$ cat src/rtl/phy_urx.sv
// UART 8N1 receiver at 115200 baud. Bit timing comes from a 1 us strobe, and each bit is decided by a 3-sample majority vote.
// Outputs rx_vld or rx_err about 84 us after the start edge. There is no backpressure: every decided frame pulses exactly once.
module phy_urx (
  input  logic       clk_sys,
  input  logic       rst_n,
  input  logic       pluse_us,
  input  logic       uart_rx,
  output logic [7:0] rx_data,
  output logic       rx_vld,
  output logic       rx_err
);

  typedef enum logic [2:0] {IDLE, START, DATA, STOP, WAIT_HIGH} state_t;

  state_t      state_q, state_d;
  logic        sync1_q, sync1_d;
  logic        rx_s_q, rx_s_d;
  logic        rx_prev_q, rx_prev_d;
  logic [7:0]  cnt_us_q, cnt_us_d;
  logic [2:0]  maj_sh_q, maj_sh_d;
  logic [7:0]  byte_q, byte_d;
  logic [2:0]  bit_idx_q, bit_idx_d;
  logic [7:0]  rx_data_q, rx_data_d;
  logic        rx_vld_q, rx_vld_d;
  logic        rx_err_q, rx_err_d;

  logic [2:0]  smp;
  logic        maj;

  // Decision tick for data bit i is its centre tick plus one.
  function automatic logic [7:0] dec_tick(input logic [2:0] idx);
    case (idx)
      3'd0:    dec_tick = 8'd15;
      3'd1:    dec_tick = 8'd24;
      3'd2:    dec_tick = 8'd32;
      3'd3:    dec_tick = 8'd41;
      3'd4:    dec_tick = 8'd50;
      3'd5:    dec_tick = 8'd58;
      3'd6:    dec_tick = 8'd67;
      default: dec_tick = 8'd76;
    endcase
  endfunction

  assign smp = {maj_sh_q[1:0], rx_s_q};
  assign maj = (smp[2] & smp[1]) | (smp[2] & smp[0]) | (smp[1] & smp[0]);

  always_comb begin
    state_d   = state_q;
    sync1_d   = uart_rx;
    rx_s_d    = sync1_q;
    rx_prev_d = rx_s_q;
    cnt_us_d  = cnt_us_q;
    maj_sh_d  = maj_sh_q;
    byte_d    = byte_q;
    bit_idx_d = bit_idx_q;
    rx_data_d = rx_data_q;
    rx_vld_d  = 1'b0;
    rx_err_d  = 1'b0;

    if (pluse_us && state_q != IDLE) maj_sh_d = smp;

    case (state_q)
      IDLE: begin
        if (rx_prev_q && !rx_s_q) begin
          cnt_us_d = 8'd1;
          state_d  = START;
        end
      end
      START: begin
        if (pluse_us) begin
          cnt_us_d = cnt_us_q + 8'd1;
          if (cnt_us_q == 8'd6) begin
            if (maj) begin
              cnt_us_d = 8'd0;
              state_d  = IDLE;
            end else begin
              bit_idx_d = 3'd0;
              state_d   = DATA;
            end
          end
        end
      end
      DATA: begin
        if (pluse_us) begin
          cnt_us_d = cnt_us_q + 8'd1;
          if (cnt_us_q == dec_tick(bit_idx_q)) begin
            byte_d    = {maj, byte_q[7:1]};
            bit_idx_d = bit_idx_q + 3'd1;
            if (bit_idx_q == 3'd7) state_d = STOP;
          end
        end
      end
      STOP: begin
        if (pluse_us) begin
          cnt_us_d = cnt_us_q + 8'd1;
          if (cnt_us_q == 8'd84) begin
            rx_data_d = byte_q;
            cnt_us_d  = 8'd0;
            if (maj) begin
              rx_vld_d = 1'b1;
              state_d  = IDLE;
            end else begin
              rx_err_d = 1'b1;
              state_d  = WAIT_HIGH;
            end
          end
        end
      end
      WAIT_HIGH: begin
        // A break or stuck-low line must go high before a new start edge can count.
        cnt_us_d = 8'd0;
        if (rx_s_q) state_d = IDLE;
      end
      default: state_d = IDLE;
    endcase
  end

  always_ff @(posedge clk_sys or negedge rst_n) begin
    if (!rst_n) begin
      state_q   <= IDLE;
      sync1_q   <= 1'b1;
      rx_s_q    <= 1'b1;
      rx_prev_q <= 1'b1;
      cnt_us_q  <= 8'd0;
      maj_sh_q  <= 3'b111;
      byte_q    <= 8'h00;
      bit_idx_q <= 3'd0;
      rx_data_q <= 8'h00;
      rx_vld_q  <= 1'b0;
      rx_err_q  <= 1'b0;
    end else begin
      state_q   <= state_d;
      sync1_q   <= sync1_d;
      rx_s_q    <= rx_s_d;
      rx_prev_q <= rx_prev_d;
      cnt_us_q  <= cnt_us_d;
      maj_sh_q  <= maj_sh_d;
      byte_q    <= byte_d;
      bit_idx_q <= bit_idx_d;
      rx_data_q <= rx_data_d;
      rx_vld_q  <= rx_vld_d;
      rx_err_q  <= rx_err_d;
    end
  end

  assign rx_data = rx_data_q;
  assign rx_vld  = rx_vld_q;
  assign rx_err  = rx_err_q;

endmodule
$ cat config.mk
export PLATFORM = sky130hd
export DESIGN_NAME = phy_urx
export DESIGN_NICKNAME = d
export VERILOG_FILES = /design/src/rtl/phy_urx.sv
export SDC_FILE = /design/constraint.sdc
export NUM_CORES = 1
export LEC_CHECK = 0
export BUFFER_PORTS_ARGS = -buffer_cell sky130_fd_sc_hd__buf_4
export CAP_MARGIN = 20
export CORE_MARGIN = 2
export CORE_UTILIZATION = 54
export DETAILED_ROUTE_END_ITERATION = 8
export PLACE_DENSITY = 0.83
export SYNTH_ARGS = -nofsm -noshare
export SYNTH_HDL_FRONTEND = slang
export SYNTH_SLANG_ARGS = --single-unit
$ cat constraint.sdc
create_clock -name clk_sys -period 2.58 [get_ports clk_sys]
set_clock_uncertainty 0.1 [all_clocks]
set_input_delay 0.645 -clock clk_sys [delete_from_list [all_inputs] [get_ports clk_sys]]
set_output_delay 0.645 -clock clk_sys [all_outputs]
set_load 0.1 [all_outputs]
Yosys cells after proc, flatten, opt, wreduce, memory -nomap -nowiden
Index checks and enable logic that the tools add are counted.
{"block": "word_totals", "register_bits": 37, "out_inout_bits": 10, "elab_cells": 92}
{"block": "op_classes", "addsub": 2, "n_eq_ne": 24, "n_mux": 37, "bitwise_logic": 5, "reduce_logical": 13}
{"op": "8-bit two-way mux", "count": 9}
{"op": "7-bit one-hot mux with 7 select lines", "count": 1}
{"op": "3-bit two-way mux", "count": 15}
{"op": "8-bit one-hot mux with 5 select lines", "count": 1}
{"op": "2-bit != test (second input constant)", "count": 10}
{"op": "3-bit == test (second input constant)", "count": 5}
{"op": "3-bit one-hot mux with 5 select lines", "count": 1}
{"op": "3-bit by 2-bit == test with 1-bit output (second input constant)", "count": 4}
{"op": "9-bit AND reduction", "count": 1}
{"op": "8-bit by 1-bit adder with 8-bit output (second input constant)", "count": 1}
{"op": "8-bit by 3-bit == test with 1-bit output (second input constant)", "count": 1}
{"op": "8-bit by 7-bit == test with 1-bit output (second input constant)", "count": 1}
{"op": "8-bit == test", "count": 1}
{"op": "1-bit two-way mux", "count": 8}
{"op": "3-bit by 1-bit == test with 1-bit output (second input constant)", "count": 2}
{"op": "3-bit zero test", "count": 2}
{"op": "3-bit one-hot mux with 2 select lines", "count": 1}
{"op": "3-bit AND reduction", "count": 2}
{"op": "6-bit AND reduction", "count": 1}
{"op": "5-bit AND reduction", "count": 1}
{"op": "5-bit nonzero test", "count": 1}
{"op": "3-bit by 1-bit adder with 3-bit output (second input constant)", "count": 1}
{"op": "1-bit AND", "count": 3}
{"op": "3-bit nonzero test", "count": 1}
{"op": "5 further kinds", "count": 7}

Longest topological paths before layout
Gate-level depths: netlist of the first run.
{"block": "logic_depth", "ltp_word": 8, "ltp_mapped": 10}

Worst setup path before layout of the first run
No wires, ideal clock.
{"block": "synth_timing", "path_type": "register to register", "start": "reg bit_idx_q[0]", "end": "reg byte_q[0]", "arrival_time_ns": 2.391, "required_ns": 2.355, "path_slack_ns": -0.036, "path_stages_with_launch": 10, "n_path_buf": 1, "period_less_slack_ns": 2.616, "cell_sequence": "dfrtp_1 inv_1 ha_1 o21bai_1 mux2i_1 a221o_2 nor4_4 and4_4 buf_12 mux2_4"}
{"block": "synth_between", "elab_chain_len": 6, "elab_cells_between_ends": 12}
{"element": "start, declared", "line": "22", "text": "logic [2:0] bit_idx_q, bit_idx_d;"}
{"element": "start signal, assigned", "line": "139", "text": "bit_idx_q <= bit_idx_d;"}
{"element": "3-bit == test (tied with other cells)", "line": "32", "text": "case (idx)"}
{"element": "7-bit one-hot mux with 7 select lines (*)", "line": "32"}
{"element": "8-bit two-way mux (*)", "line": "84", "text": "if (pluse_us) begin"}
{"element": "8-bit two-way mux (*)", "line": "62", "text": "case (state_q)"}
{"element": "8-bit == test (*)", "line": "86", "text": "if (cnt_us_q == dec_tick(bit_idx_q)) begin"}
{"element": "3-bit AND reduction (no line) (*)"}
{"element": "end signal, assigned", "line": "138", "text": "byte_q <= byte_d;"}
{"element": "end, declared", "line": "21", "text": "logic [7:0] byte_q, byte_d;"}
Every way passes the cells marked *; elsewhere a longest branch is shown, timed or not. The select of a mux whose other input is x is not followed.
A chain may end at the register's enable or synchronous reset.

Worst setup path in the final report of the first run
{"block": "layout_timing", "start": "reg bit_idx_q[1]", "end": "reg byte_q[6]"}
Same word-level chain as after synthesis.

==> metrics.csv, run 1 <==
stage,metric,value,unit
run_status,run status,"finished, final reports clean",
synth,Post-Synthesis Cells,220,
worst_setup_path,Worst setup EP type,flop,
die,Initial Util,0.566,
grt,first-pass GRT wire length,7620,µm
worst_setup_path,kind of critical path,flop to flop,
sta,slew of the pin with the lowest slew margin,0.675,ns
grt,antenna violations before repair,0,
clock_network,clock root cell,clkbuf_8,
run,max-cap viol count,0,
worst_setup_path,CP peak stage delay,0.43,ns
sta,Final Cycle Share,0.996,
power_and_ir_drop,Power Internal,1.36,mW
clock_network,"Reg clk slew, reported paths",0.08,ns
power_and_ir_drop,PwrDens,796,mW/mm²
worst_setup_path,"delay-heaviest family, CP",simple AND/OR/NAND/NOR gates,
clock_network,CTS tree,built,
grt,GRT Total Usage,0.221,
worst_setup_path,crit path cell chain,inv_2 -> ha_4 -> and2b_2 -> a221o_2 -> nor4_4 -> and4_4 -> mux2_4,
power_and_ir_drop,Comb pwr share,0.402,
place,post-detail-place hpwl,3300,µm
layout,# diodes,0,
worst_setup_path,worst r2r src,bit_idx_q[1]$_DFFE_PN0P_,
sta,Final Max Tran Viols,0,
clock_network,clk_lat worst skew,0.29,ns
layout,area growth from synthesis to layout,17.3,%
grt,grt ovf,0,
worst_setup_path,R2R Setup Slk,0.009,ns
synth,sequential element share of the synthesized area,0.409,
place,RD Place Congestion,0.907,
die,core area,0.00403,mm²
sta,crit path time final,2.57,ns
grt,largest net degree at the start of global routing,38,
clock_network,CTS HTree Levels,2,
synth,synthesis-stage register bit count,37,
die,total die area,0.00476,mm²
synth,Netlist cell types,56,
power_and_ir_drop,Sw Pwr,0.768,mW
synth,Syn Nets,233,
synth,Synth Flop Type,dfrtp_1,
drt,vias per cell,5.80,
worst_setup_path,arrival time at the worst endpoint,2.64,ns
place,dpl cells,286,
drt,number of remaining DRC errors,0,
drt,final wirelength,4790,µm
drt,via count,1734,
clock_network,CTS sink cnt,37,
min_path,Hold WC Path Type,primary input to async pin,
synth,Synthesis Warnings,0,
worst_setup_path,FF-to-FF path depth,7,
drt,Avg WL per Cell,16.0,µm
sta,hold slack,0.195,ns
worst_setup_path,"Max FO, Critical Path",5,
sta,endpoints failing setup,0,
die,Die Ht,69.0,µm
power_and_ir_drop,clock share of power,0.245,
layout,Layout Cells excl Fill,299,
die,row count,23,
power_and_ir_drop,Max VDD drop,0.422,mV
die,die width,69.0,µm
clock_network,Longest Clk Path Bufs,2,
drt,DRT Pass-1 Iters,4,
synth,Mapped Area,0.00228,mm²
sta,f_max,0.389,GHz
power_and_ir_drop,leak pwr,1.23,nW
layout,fin util,0.664,
layout,fin nets,261,
synth,Syn Area/Cell,10.4,µm²
worst_setup_path,CP Launch Type,flop,
sta,Rel. slew slack,0.549,
power_and_ir_drop,Sw Share,0.361,
sta,Fin. Hold Viols,0,
drt,post-route ant nets,0,
power_and_ir_drop,Seq pwr share,0.353,
place,PortBufs,13,
worst_setup_path,r2r endpoint,byte_q[6]$_DFFE_PN0P_,
worst_setup_path,Buffers & Inverters on Critical Path,1,
die,Ports,14,
grt,vias in the first global route,1571,
worst_setup_path,Worst EP required,2.65,ns
worst_setup_path,slowest library cell on the worst path,dfrtp_1,
drt,Initial DRC Count,111,
synth,Post-synth EDFFs,0,
sta,RSZ-0062 raised after global routing,yes,
synth,"Async S/R FF share, synth",1.00,
clock_network,CTS Buf Count,5,
layout,share of cells above drive strength 1,0.378,
[flip-flops by register name, summed over array words and instances (netlist names)]
signal     cells
byte_q         8
cnt_us_q       8
rx_data        8
bit_idx_q      3
state_q        3
maj_sh_q       2
rx_err         1
rx_prev_d      1
rx_prev_q      1
rx_s_d         1
rx_vld         1
[power groups by stage]
stage	Clock, mW	Combinational [mW]	Sequential (mW)
detailed placement	0	0.777	0.754
floorplan	0	0.604	0.718
finish	0.522	0.856	0.753
global placement	0	0.756	0.750
CTS	0.537	0.807	0.743
global route	0.558	0.947	0.764
[layout by cell type, fill, tap and decap left out, types with 3 or more instances in the layout]
cell type | Yosys | routed
a31oi_1 | 4 | 4
nand3_1 | 7 | 7
o21ai_0 | 17 | 15
nand4_1 | 3 | 3
and3_1 | 3 | 3
nand2_1 | 12 | 12
nand3b_1 | 6 | 6
nor2_1 | 21 | 20
buf_4 | 1 | 31
or3_1 | 3 | 3
a21oi_1 | 3 | 3
clkbuf_8 | 1 | 6
nor2b_1 | 8 | 8
ha_4 | 0 | 3
dfrtp_1 | 32 | 31
nor3_1 | 5 | 3
mux2_4 | 8 | 8
nor4_1 | 3 | 3
nand2b_1 | 3 | 3
dfstp_2 | 5 | 5
ha_1 | 9 | 4
mux2_2 | 11 | 11
inv_1 | 9 | 7
nor3_2 | 1 | 3
[cell usage after synthesis (2+ instances only)]
cell | n | area, µm²
mux2_2 | 11 | 124
nor2_1 | 21 | 78.8
inv_1 | 9 | 33.8
o21ai_0 | 17 | 85.1
o211ai_1 | 2 | 15.0
ha_1 | 9 | 113
buf_6 | 2 | 22.5
mux2_4 | 8 | 120
nor3_1 | 5 | 25.0
nor3b_1 | 3 | 22.5
or2_2 | 2 | 12.5
nand4_1 | 3 | 18.8
a21o_2 | 2 | 17.5
dfstp_2 | 5 | 131
clkbuf_1 | 5 | 18.8
a21oi_1 | 3 | 15.0
nand2_1 | 12 | 45.0
o31ai_1 | 2 | 15.0
nand3_1 | 7 | 35.0
nor4_1 | 3 | 18.8
a31oi_1 | 4 | 25.0
nand3b_1 | 6 | 45.0
and3_1 | 3 | 18.8
dfrtp_1 | 32 | 801
or4_1 | 2 | 15.0
nor2b_1 | 8 | 50.1
nand2b_1 | 3 | 18.8
or3_1 | 3 | 18.8
[routing by layer]
layer,share of wire,track usage,vias up
met5,0,0,-
met1,0.46,0.298,846
met2,0.50,0.362,32
li1,-,-,848
met3,0.031,0.0406,8
met4,0.014,0.0686,0
[worst max path at each step]
stage                                         from  cells after the start               endpoint
after CTS                 bit_idx_q[1]$_DFFE_PN0P_                      9  byte_q[6]$_DFFE_PN0P_
after detailed placement  bit_idx_q[1]$_DFFE_PN0P_                      7  byte_q[6]$_DFFE_PN0P_
after floorplan           bit_idx_q[0]$_DFFE_PN0P_                     10  byte_q[0]$_DFFE_PN0P_
after global placement    bit_idx_q[1]$_DFFE_PN0P_                      7  byte_q[1]$_DFFE_PN0P_
final                     bit_idx_q[1]$_DFFE_PN0P_                      7  byte_q[6]$_DFFE_PN0P_
after global routing      bit_idx_q[1]$_DFFE_PN0P_                      7  byte_q[7]$_DFFE_PN0P_
[kinds of logic (layout without fill, tap and decap cells)]
logic type               Yosys count  count (layout)  share of synthesized area
multiplexers                      20              20                      0.111
buffers and inverters             20              48                     0.0653
adder cells (fa/ha/maj)           10              10                     0.0538
AND/OR/NAND/NOR                   92              93                      0.234
AO/OA/AOI/OAI                     40              40                      0.123
XOR/XNOR                           1               1                    0.00384
flip-flops                        37              37                      0.409
[final cells by class]
cell class	instances	area [µm²]
clock buffer	6	82.6
clock inverter	2	37.5
fill	310	1350
inverter	9	36.3
multi-input combinational	164	1290
sequential	37	933
tap	50	62.6
timing repair buffer	31	233
[through the flow]
stage / total power [mW] / setup slack [ns] / area, µm² / TNS (ns)
3_3_place_gp: 1.51 / 0.0392 / 2440 / 0
6_report: 2.13 / 0.00932 / 2680 / 0
3_5_place_dp: 1.53 / -0.00935 / 2440 / -0.0220
5_1_grt: 2.27 / -0.0722 / 2680 / -0.516
2_1_floorplan: 1.32 / 0.00443 / 2290 / 0
4_1_cts: 2.09 / -0.00191 / 2620 / -0.00191
[what timing repair did]
item | 4_1_cts | 5_1_grt
hold buffers | 0 | 0
setup buffers | 4 | 0
pin swaps | 3 | 7
setup endpoints to repair | 8 | 11
cloned | 1 | 0
resized for setup | 6 | 11
Power figures use the tool's default switching activity.
==> inputs of run 2 (changes only) <==
GPL_ROUTABILITY_DRIVEN = 0   (was not set)
SETUP_SLACK_MARGIN = 0.3   (was not set)
==> run 2 against run 1 <==
Net effect: the run now ends with setup timing left; critical path depth is 2 higher; clock power is 24% lower; die area stayed put; sequential share of layout area is 0.39 points lower; final area is 1.4% higher; via count is 0.40% higher.
==> metrics.csv, run 2 (synthesis results as in run 1) <==
stage,metric,value,unit,change
sta,Fin. Hold Viols,0,,unchanged
grt,met1 Track Usage GR,0.318,,+0.0193
run_status,failing checks,setup timing,,
sta,RSZ-0062 raised after global routing,yes,,
place,dpl cells,284,,-0.70%
die,Initial Util,0.566,,unchanged
clock_network,"Reg clk slew, reported paths",0.08,ns,about the same
power_and_ir_drop,Sw Pwr,0.789,mW,+2.7%
die,die width,69.0,µm,unchanged
grt,largest net degree at the start of global routing,38,,unchanged
run,max-cap viol count,0,,unchanged
grt,GRT Total Usage,0.223,,+0.00176
drt,final wirelength,4830,µm,+0.88%
power_and_ir_drop,clock share of power,0.195,,-0.050
clock_network,Longest Clk Path Bufs,2,,unchanged
die,total die area,0.00476,mm²,unchanged
grt,first-pass GRT wire length,7660,µm,+0.46%
power_and_ir_drop,leak pwr,1.23,nW,about the same
layout,"commonest non-fill, non-tap cell in the layout",dfrtp_1,,
sta,slew of the pin with the lowest slew margin,0.683,ns,+0.00836 ns
power_and_ir_drop,Power Internal,1.25,mW,-8.1%
layout,most frequent cells in the layout,"dfrtp_1 (29), buf_4 (27), nor2_1 (20), o21ai_0 (16), nand2_1 (12)",,
sta,Final Cycle Share,1.03,,+0.0311
worst_setup_path,slowest library cell on the worst path,dfrtp_1,,
die,Die Ht,69.0,µm,unchanged
drt,via count,1741,,+0.40%
worst_setup_path,crit path cell chain,buf_6 -> ha_4 -> o21bai_1 -> mux2i_1 -> a221o_2 -> nor4_4 -> buf_4 -> mux2_4 -> or2_4,,
grt,met2 Resource Use GR,0.333,,-0.0288
worst_setup_path,kind of critical path,flop to flop,,
sta,setup ws final,-0.0709,ns,-0.0802 ns
min_path,Hold WC Path Type,primary input to async pin,,
clock_network,clock root cell,clkbuf_8,,
worst_setup_path,crit path from,bit_idx_q[1]$_DFFE_PN0P_,,
layout,Layout Cells excl Fill,300,,+0.33%
worst_setup_path,CP Capture Point,bit_idx_q[0]$_DFFE_PN0P_,,
drt,number of remaining DRC errors,0,,unchanged
layout,# diodes,0,,unchanged
drt,vias per cell,5.80,,about the same
sta,hold slack,0.195,ns,+0.0000550 ns
layout,fin util,0.673,,+0.00932
grt,grt ovf,0,,unchanged
grt,antenna violations before repair,0,,unchanged
layout,area growth from synthesis to layout,18.9,%,
layout,share of cells above drive strength 1,0.388,,+0.0105
sta,crit path time final,2.65,ns,+0.0802 ns
drt,Avg WL per Cell,16.1,µm,+0.54%
clock_network,CTS tree,built,,
worst_setup_path,R2R Setup Slk,-0.07,ns,-0.08 ns
worst_setup_path,Worst EP required,2.66,ns,about the same
grt,gr busiest metal,met2,,
worst_setup_path,arrival time at the worst endpoint,2.73,ns,+0.09 ns
power_and_ir_drop,Seq pwr share,0.372,,+0.019
die,row count,23,,unchanged
sta,endpoints failing setup,9,,+9
clock_network,CTS HTree Levels,2,,unchanged
worst_setup_path,FF-to-FF path depth,9,,+2
power_and_ir_drop,Max VDD drop,0.595,mV,+41%
place,post-detail-place hpwl,3230,µm,-2.0%
layout,fin nets,262,,+0.38%
power_and_ir_drop,Comb pwr share,0.434,,+0.032
sta,Final Max Tran Viols,0,,unchanged
drt,DRT Pass-1 Iters,4,,unchanged
power_and_ir_drop,PwrDens,753,mW/mm²,-5.5%
drt,post-route ant nets,0,,unchanged
clock_network,clk_lat worst skew,0.29,ns,about the same
power_and_ir_drop,Sw Share,0.387,,+0.0260
worst_setup_path,Worst setup EP type,flop,,
grt,vias in the first global route,1559,,-0.76%
sta,f_max,0.377,GHz,-3.0%
clock_network,CTS Buf Count,5,,unchanged
worst_setup_path,CP Launch Type,flop,,
die,Ports,14,,unchanged
place,PortBufs,13,,unchanged
worst_setup_path,r2r endpoint,bit_idx_q[0]$_DFFE_PN0P_,,
worst_setup_path,CP peak stage delay,0.43,ns,about the same
drt,Initial DRC Count,137,,+23%
clock_network,CTS sink cnt,37,,unchanged
worst_setup_path,"Max FO, Critical Path",4,,-1
worst_setup_path,worst r2r src,bit_idx_q[1]$_DFFE_PN0P_,,
die,core area,0.00403,mm²,unchanged
run_status,run status,"complete, but fails checks",,
grt,met3 Use GR,0.0601,,+0.0195
sta,Rel. slew slack,0.544,,-0.00558
layout,Fill cells,296,,-4.5%
## run 2: how the worst min path moves through the flow
stage | to | cells after the start | slack [ns]
final | bit_idx_q[2]$_DFFE_PN0P_ | 1 | 0.19
after global routing | bit_idx_q[2]$_DFFE_PN0P_ | 1 | 0.23
after CTS | bit_idx_q[2]$_DFFE_PN0P_ | 1 | 0.21
after detailed placement | rx_prev_d$_DFF_PN1_ | 0 | 0.25
after global placement | rx_prev_d$_DFF_PN1_ | 0 | 0.25
after floorplan | bit_idx_q[0]$_DFFE_PN0P_ | 0 | 0.25
## run 2: metal layers
metal / up-vias / share of wire
li1: 852 / -
met1: 845 / 0.47
met2: 38 / 0.48
met3: 6 / 0.038
met4: 0 / 0.015
met5: - / 0
## run 2: area by class of cell
| class | count | area, µm² | share of cell area |
|---|---|---|---|
| clock buffers | 5 | 68.8 | 0.0254 |
| clock inverters | 3 | 17.5 | 0.00646 |
| inverters | 9 | 36.3 | 0.0134 |
| multi-input cells | 164 | 1340 | 0.494 |
| flip-flops and latches | 37 | 936 | 0.345 |
| well taps | 50 | 62.6 | 0.0231 |
| repair buffers | 32 | 253 | 0.0932 |
## run 2: per-stage QoR
stage                      TNS (ns)  power, mW  setup WS [ns]  cell area [µm²]
after global placement            0       1.49         0.0379             2430
final                        -0.409       2.04        -0.0709             2710
after floorplan                   0       1.32         0.0299             2300
after CTS                 -0.000882       1.98      -0.000708             2650
after detailed placement     -0.149       1.52        -0.0256             2430
after global routing          -1.40       2.18         -0.165             2710
## run 2: timing repair
action,CTS,global route
cloned,1,0
pin swaps,13,5
endpoints found under the setup margin,17,27
gates resized for setup,20,8
buffers inserted,4,3
hold buffers,0,0
## run 2: power by group through the flow
stage	Combinational, mW	Clock (mW)	Sequential, mW
4_1_cts	0.816	0.405	0.754
3_3_place_gp	0.744	0	0.750
5_1_grt	0.975	0.429	0.775
2_1_floorplan	0.607	0	0.718
6_report	0.885	0.397	0.759
3_5_place_dp	0.761	0	0.755
## run 2: critical path: cells and delay by family, from the launching register on
kind                       cells  cell delay [ns]
DFF                            1             0.43
buffers and inverters          2             0.33
AOI/OAI and AO/OA              2             0.51
adders and majority gates      1             0.16
muxes                          2             0.39
and+or+nand+nor                2             0.62
